==> src/rtl/mips_multicycle_ctrl.sv <==
// Multicycle MIPS sequencing controller: Moore FSM driving shared-datapath selects and enables.
// Optional MIPS_CTRL_MEM_WAIT_EN: FETCH/MEMREAD/MEMWRITE stall until mem_ready.
module mips_multicycle_ctrl (
    input  logic       clk,
    input  logic       reset,
    input  logic [5:0] op,
    input  logic [5:0] funct,
    input  logic       zero,
    input  logic       mem_ready,
    output logic       iord,
    output logic       ir_write,
    output logic       mem_write,
    output logic       reg_dst,
    output logic       mem_to_reg,
    output logic       reg_write,
    output logic       alu_src_a,
    output logic [1:0] alu_src_b,
    output logic [2:0] alu_control,
    output logic [1:0] pc_src,
    output logic       pc_en,
    output logic       retire,
    output logic       halted,
    output logic [3:0] state
);

    typedef enum logic [3:0] {
        S_FETCH    = 4'd0,
        S_DECODE   = 4'd1,
        S_MEMADR   = 4'd2,
        S_MEMREAD  = 4'd3,
        S_MEMWB    = 4'd4,
        S_MEMWRITE = 4'd5,
        S_EXECUTE  = 4'd6,
        S_ALUWB    = 4'd7,
        S_BRANCH   = 4'd8,
        S_ADDIEXEC = 4'd9,
        S_ADDIWB   = 4'd10,
        S_JUMP     = 4'd11,
        S_HALT     = 4'd12
    } state_t;

    localparam logic [5:0] OP_RTYPE = 6'b000000;
    localparam logic [5:0] OP_LW    = 6'b100011;
    localparam logic [5:0] OP_SW    = 6'b101011;
    localparam logic [5:0] OP_BEQ   = 6'b000100;
    localparam logic [5:0] OP_ADDI  = 6'b001000;
    localparam logic [5:0] OP_J     = 6'b000010;

    state_t cur_state;
    state_t nxt_state;
    state_t dec_state;
    logic   mrdy;
    logic   funct_legal;
    logic [2:0] funct_alu;

`ifdef MIPS_CTRL_MEM_WAIT_EN
    assign mrdy = mem_ready;
`else
    logic unused_mem_ready;
    assign unused_mem_ready = mem_ready;
    assign mrdy = 1'b1;
`endif

    // R-type funct decode to ALU operation
    always_comb begin
        funct_legal = 1'b1;
        funct_alu   = 3'b010;
        case (funct)
            6'b100000: funct_alu = 3'b010;
            6'b100010: funct_alu = 3'b110;
            6'b100100: funct_alu = 3'b000;
            6'b100101: funct_alu = 3'b001;
            6'b101010: funct_alu = 3'b111;
            default:   funct_legal = 1'b0;
        endcase
    end

    always_ff @(posedge clk) begin
        if (reset) cur_state <= S_FETCH;
        else       cur_state <= nxt_state;
    end

    assign state = 4'(cur_state);

    // During reset the FETCH decode is shown, with every enable masked below
    assign dec_state = reset ? S_FETCH : cur_state;

    always_comb begin
        iord        = 1'b0;
        ir_write    = 1'b0;
        mem_write   = 1'b0;
        reg_dst     = 1'b0;
        mem_to_reg  = 1'b0;
        reg_write   = 1'b0;
        alu_src_a   = 1'b0;
        alu_src_b   = 2'b00;
        alu_control = 3'b000;
        pc_src      = 2'b00;
        pc_en       = 1'b0;
        retire      = 1'b0;
        halted      = 1'b0;
        nxt_state   = S_FETCH;
        case (dec_state)
            S_FETCH: begin
                ir_write    = mrdy;
                alu_src_b   = 2'b01;
                alu_control = 3'b010;
                pc_en       = mrdy;
                nxt_state   = mrdy ? S_DECODE : S_FETCH;
            end
            S_DECODE: begin
                alu_src_b   = 2'b11;
                alu_control = 3'b010;
                if (op == OP_LW || op == OP_SW)          nxt_state = S_MEMADR;
                else if (op == OP_RTYPE && funct_legal) nxt_state = S_EXECUTE;
                else if (op == OP_BEQ)                  nxt_state = S_BRANCH;
                else if (op == OP_ADDI)                 nxt_state = S_ADDIEXEC;
                else if (op == OP_J)                    nxt_state = S_JUMP;
                else                                    nxt_state = S_HALT;
            end
            S_MEMADR: begin
                alu_src_a   = 1'b1;
                alu_src_b   = 2'b10;
                alu_control = 3'b010;
                nxt_state   = (op == OP_LW) ? S_MEMREAD : S_MEMWRITE;
            end
            S_MEMREAD: begin
                iord      = 1'b1;
                nxt_state = mrdy ? S_MEMWB : S_MEMREAD;
            end
            S_MEMWB: begin
                mem_to_reg = 1'b1;
                reg_write  = 1'b1;
                retire     = 1'b1;
            end
            S_MEMWRITE: begin
                iord      = 1'b1;
                mem_write = 1'b1;
                retire    = mrdy;
                nxt_state = mrdy ? S_FETCH : S_MEMWRITE;
            end
            S_EXECUTE: begin
                alu_src_a   = 1'b1;
                alu_control = funct_alu;
                nxt_state   = S_ALUWB;
            end
            S_ALUWB: begin
                reg_dst   = 1'b1;
                reg_write = 1'b1;
                retire    = 1'b1;
            end
            S_BRANCH: begin
                alu_src_a   = 1'b1;
                alu_control = 3'b110;
                pc_src      = 2'b01;
                pc_en       = zero;
                retire      = 1'b1;
            end
            S_ADDIEXEC: begin
                alu_src_a   = 1'b1;
                alu_src_b   = 2'b10;
                alu_control = 3'b010;
                nxt_state   = S_ADDIWB;
            end
            S_ADDIWB: begin
                reg_write = 1'b1;
                retire    = 1'b1;
            end
            S_JUMP: begin
                pc_src = 2'b10;
                pc_en  = 1'b1;
                retire = 1'b1;
            end
            S_HALT: begin
                halted    = 1'b1;
                nxt_state = S_HALT;
            end
            default: nxt_state = S_FETCH;
        endcase
        if (reset) begin
            ir_write  = 1'b0;
            pc_en     = 1'b0;
            reg_write = 1'b0;
            mem_write = 1'b0;
            retire    = 1'b0;
        end
    end

endmodule

==> config.mk <==
export PLATFORM = sky130hd
export DESIGN_NAME = mips_multicycle_ctrl
export DESIGN_NICKNAME = d
export VERILOG_FILES = /design/src/rtl/mips_multicycle_ctrl.sv
export SDC_FILE = /design/constraint.sdc
export NUM_CORES = 1
export LEC_CHECK = 0
export ABC_AREA = 1
export BUFFER_PORTS_ARGS = -buffer_cell sky130_fd_sc_hd__buf_2
export CORE_MARGIN = 8
export CORE_UTILIZATION = 42
export DETAILED_ROUTE_END_ITERATION = 12
export PLACE_DENSITY = 0.78
export SLEW_MARGIN = 30
export SYNTH_ARGS = -nofsm -noshare
export SYNTH_HDL_FRONTEND = slang
export SYNTH_SLANG_ARGS = --single-unit
==> constraint.sdc <==
create_clock -name clk -period 1.25 [get_ports clk]
set_input_delay 0.25 -clock clk [delete_from_list [all_inputs] [get_ports clk]]
set_output_delay 0.25 -clock clk [all_outputs]
set_load 0.01 [all_outputs]
==> results_dict.tcl, run 1 <==
set metrics [dict create \
    status "complete, but fails checks" \
    violations "setup timing" \
    worstSetupPathType "reg -> out" \
    cts_tree "done" \
    worst-path-max-fanout 4 \
    clock-sinks 4 \
    powerDensity_nw_per_um2 653.8 \
    dp_slack_ns -0.1871 \
    io_buffers 35 \
    vdd_drop_max_uv 435.7 \
    coreArea_um2 1318 \
    seq_area_frac_synth_pct 13.25 \
    yosysWarnings 0 \
    netlist.area_leader.share_pct 16.77 \
    final-hold-violation-count 0 \
    layout.nets 186 \
    tightestPinTransition_ns 0.3511 \
    numCtsBuffers 3 \
    syn-instance-count 109 \
    worstSetupEndpoint "halted" \
    hpwl_um 1784 \
    synth_cell_types 19 \
    die_y_um 53.93 \
    finalWorstSetupSlack_ns -0.3483 \
    drive_above_1_share_pct 58.93 \
    track_usage_pct 17.93 \
    stdcell_area_um2 1079 \
    syn_to_final_growth_pct 78.47 \
    arrival_ns 1.35 \
    cts_buffer_depth 2 \
    syn_avg_cell_area_um2 5.544 \
    io_pins 37 \
    grt_overflow_total 0 \
    syn-num-nets 125 \
    period_minus_slack_ns 1.598 \
    slew_headroom_pct 76.51 \
    fin_setup_tns_ns -4.147 \
    grt_pass1_vias 928 \
    ctsHoldBuffers 0 \
    cp_slowest_cell "dfxtp_2" \
    antennaDiodeCount 0 \
    synth.area.top_cells "nand2_1 17%, dfxtp_1 13%, nor2_1 11%" \
    r2r-end "state[1]" \
    clkTransAtPathRegs_ns 0.05 \
    end_kind "output port" \
    initial_core_util_pct 45.87 \
    slowest_delay_ns 0.34 \
    cp-startpoint "state[0]" \
    dieWidth_um 53.93 \
    finalCritPeriodShare_pct 127.9 \
    synth_area_leader_cell "nand2_1" \
    yosysMostFrequentCell "nand2_1" \
    syn-cell-area_um2 604.3 \
    path_cells "nand2_4 > nand2_2 > inv_2 > buf_4 > nand3_1 > inv_1 > buf_2" \
    htree_levels 1 \
    skew_ns 0.01663 \
    grt_setup_unrepaired "yes" \
    setup_viol 20 \
    vias 946 \
    rr_startpoint "state[2]" \
    crit_path_start_kind "register" \
    dpl_cell_area_um2 913.4 \
    min_path_type "in -> reg" \
    place_congestion 0.8255 \
    r2r_slack_ns -0.06 \
    finalHoldWorstSlack_ns 0.3115 \
    rows 13 \
    n_fill_cell 92 \
    synth_edf_count 0 \
    max-cap-violations 0 \
    antenna_found_initial 0 \
    cp.required_ns 1.00 \
    cts-root-buf "clkbuf_4" \
    drt-initial-drc-count 18 \
    synth_commonest_cells "27 x nand2_1, 18 x nor2_1, 14 x inv_1" \
    vias_per_cell 5.169 \
    p_leak_nw 0.6737 \
    dieArea_um2 2908 \
    drt-wirelength-per-cell_um 14.10 \
    largest_register_ff_count 4 \
    synthFlopType "dfxtp_1" \
    first_pass_iters 4 \
    fmax_mhz 625.7 \
    worstRegToRegCells 9 \
    dp_cells 171 \
    antenna_left 0 \
    async_flop_share_pct 0 \
    stdcell_count 183 \
    synth_seq_cells 4 \
    drv_slew 0 \
    drc 0 \
    grt_pass1_wl_um 3850 \
    drt_wl_total_um 2580 \
    clk_latency_ns 0.26 \
    grt_max_degree 6 \
]
[repair_timing]
action                                 in CTS  in global routing
pin swaps                                   6                  4
setup endpoints to repair                  17                 20
resized for setup                          14                 11
endpoints found under the hold margin       0                  0
setup buffers                               8                  1
[worst max-delay path, delay by kind of cell (launching register included)]
family / cells / cell delay [ns]
AND/OR/NAND/NOR: 3 / 0.34
buffers and inverters: 4 / 0.41
flip-flops: 1 / 0.34
[per-layer routing]
| metal | wire length [um] | track usage [%] | vias up | share of wire (%) |
|---|---|---|---|---|
| met5 | 0 | 0 | - | 0 |
| met4 | 112 | 11.34 | 0 | 4.3 |
| met3 | 173 | 2.755 | 11 | 6.7 |
| met2 | 1323 | 33.20 | 45 | 51 |
| met1 | 971 | 18.14 | 426 | 38 |
| li1 | - | - | 464 | - |
[power by group]
group	switching (mW)	internal, mW
registers	0.0218	0.143
logic	0.200	0.161
clock network	0.0713	0.109
total	0.293	0.412
[per-stage QoR]
step / utilization, % / power, mW
final: 81.86 / 0.7052
after global routing: 81.86 / 0.7410
after global placement: 69.33 / 0.4624
after floorplan: - / 0.3325
after CTS: 78.44 / 0.6625
after detailed placement: 69.33 / 0.4711
[cell families after synthesis]
kind of cell,after synthesis,synth area share (%)
flops,4,13.25
buf+inv,20,12.84
compound gates,8,7.248
simple gates,77,66.67
[cell usage in the layout, fill, tap and decap left out, drive strengths merged]
master and instances:
nand3 12, a31oi 1, o211ai 1, a21oi 4, nor2 24, dfxtp 4
nand4 3, o21ai 2, nor3b 1, nand2 34, and2 1, nor3 2
inv 20, clkbuf 3, buf 56
[layout make-up]
class	count	area [um^2]	area share (%)
Inverter	20	80.08	7.425
Sequential cell	4	92.59	8.585
Timing Repair Buffer	56	360.3	33.41
Clock buffer	3	22.52	2.088
Multi-Input combinational cell	85	504.2	46.75
Tap cell	15	18.77	1.740
[worst min path at each step]
stage          start        to  slack [ns]  cells after the start
4_1_cts        reset  state[0]        0.32                      3
6_report       reset  state[0]        0.31                      3
2_1_floorplan  reset  state[0]        0.31                      1
3_5_place_dp   reset  state[0]        0.58                      3
5_1_grt        reset  state[0]        0.34                      3
3_3_place_gp   reset  state[0]        0.58                      3
Power figures use the tool's default switching activity.
==> inputs of run 2 (changes only) <==
Clock period 1.25 ns to 1.8 ns, I/O delays scaled along.
==> results_dict.tcl, run 2 (synthesis results as in run 1) <==
set metrics [dict create \
    status "completed" \
    coreArea_um2 1318 \
    antenna_found_initial 0 \
    final-hold-violation-count 0 \
    place_congestion 0.8282 \
    slew_headroom_pct 81.43 \
    drt_wl_total_um 1716 \
    numCtsBuffers 3 \
    first_pass_iters 4 \
    worstSetupPathType "reg -> out" \
    powerDensity_nw_per_um2 479.2 \
    tightestPinTransition_ns 0.2775 \
    clkTransAtPathRegs_ns 0.04 \
    grt_overflow_total 0 \
    grt_pass1_vias 713 \
    drv_slew 0 \
    vdd_drop_max_uv 478.1 \
    syn_to_final_growth_pct 37.47 \
    dieWidth_um 53.93 \
    grt_setup_unrepaired "no" \
    dieArea_um2 2908 \
    antenna_left 0 \
    clock-sinks 4 \
    skew_ns 0.004261 \
    setup_viol 0 \
    drt-wirelength-per-cell_um 10.59 \
    min_path_type "in -> reg" \
    post_cts_buffers 0 \
    n_fill_cell 130 \
    worstHoldPathCells 2 \
    io_pins 37 \
    initial_core_util_pct 45.87 \
    grt_max_degree 6 \
    vias 798 \
    fmax_mhz 605.1 \
    r2r-end "state[1]" \
    layout_commonest_cell "buf_2" \
    hpwl_um 1544 \
    cp_slowest_cell "dfxtp_2" \
    path_cells "nand2_4 > nor2_4 > nand2_2 > inv_2 > nand2_1 > a31oi_1 > buf_2" \
    arrival_ns 1.29 \
    multi_input_area_um2 451.7 \
    cts-root-buf "clkbuf_4" \
    worstRegToRegCells 7 \
    cts_tree "done" \
    crit_path_start_kind "register" \
    dpl_cell_area_um2 798.3 \
    cts_buffer_depth 2 \
    min_from "reset" \
    period_minus_slack_ns 1.653 \
    antennaDiodeCount 0 \
    vias_per_cell 4.926 \
    largest_register_ff_count 4 \
    regArea_um2 85.08 \
    rr_startpoint "state[3]" \
    end_kind "output port" \
    drive_above_1_share_pct 42.86 \
    grt_pass1_wl_um 2815 \
    htree_levels 1 \
    io_buffers 35 \
    slowest_delay_ns 0.39 \
    layout.nets 165 \
    fin_setup_tns_ns 0 \
    rows 13 \
    drc 0 \
    stdcell_area_um2 830.8 \
    p_leak_nw 0.5459 \
    die_y_um 53.93 \
    postLayoutCoreUtil_pct 63.06 \
    r2r_slack_ns 0.69 \
    holdPathEnd "state[0]" \
    track_usage_pct 11.99 \
    clk_latency_ns 0.23 \
    finalCritPeriodShare_pct 91.82 \
    drt-initial-drc-count 17 \
    worst-path-max-fanout 5 \
    layout_common_cells "35 x buf_2, 27 x nand2_1, 18 x nor2_1" \
    max-cap-violations 0 \
    cp.required_ns 1.44 \
]
-- run 2: report_power, final --
| group | total (mW) | internal, mW | switching [mW] | leakage, nW |
|---|---|---|---|---|
| sequential | 0.117 | 0.101 | 0.0169 | 0.0344 |
| clock | 0.106 | 0.0742 | 0.0316 | 0.0138 |
| combinational | 0.175 | 0.0682 | 0.107 | 0.498 |
-- run 2: worst max-delay path: cells and delay by family, from the launching register on --
kind                   cells  cell delay, ns
AO/OA/AOI/OAI              1            0.11
buffers and inverters      2            0.22
flip-flops                 1            0.39
AND/OR/NAND/NOR            4            0.33
-- run 2: cell type report --
class / count / area share [%]
clock buffer: 3 / 2.711
timing repair buffer: 35 / 21.08
tap: 15 / 2.259
inverter: 20 / 9.337
multi-input combinational: 85 / 54.37
sequential: 4 / 10.24
-- run 2: what timing repair did --
item | in CTS | in global routing
endpoints found under the setup margin | 1 | 3
pin swaps | 0 | 0
hold buffers | 0 | 0
gates resized for setup | 1 | 4
-- run 2: through the flow --
stage	total power [mW]	hold slack (ns)	std cells	worst slack, ns
2_1_floorplan	0.2224	0.4324	109	0.2841
3_3_place_gp	0.2871	0.6131	159	0.1087
3_5_place_dp	0.2900	0.6140	159	0.08800
4_1_cts	0.3994	0.3722	162	0.03471
5_1_grt	0.4402	0.3701	162	0.01014
6_report	0.3981	0.3651	162	0.1472
-- run 2: layer usage --
layer  up-vias  wire length, um  global-route usage (%)
met3         0              177                   2.479
met4         0                0                   2.941
met2        34              845                   21.24
li1        424                -                       -
met1       340              694                   14.26
met5         -                0                       0
-- run 2: worst max path at each step --
stage          depth (start not counted)      from        endpoint
2_1_floorplan                          6  state[3]           pc_en
3_3_place_gp                           9     reset           pc_en
3_5_place_dp                           9     reset           pc_en
4_1_cts                                5  state[1]  alu_control[2]
5_1_grt                                7  state[3]           pc_en
6_report                               7  state[3]           pc_en
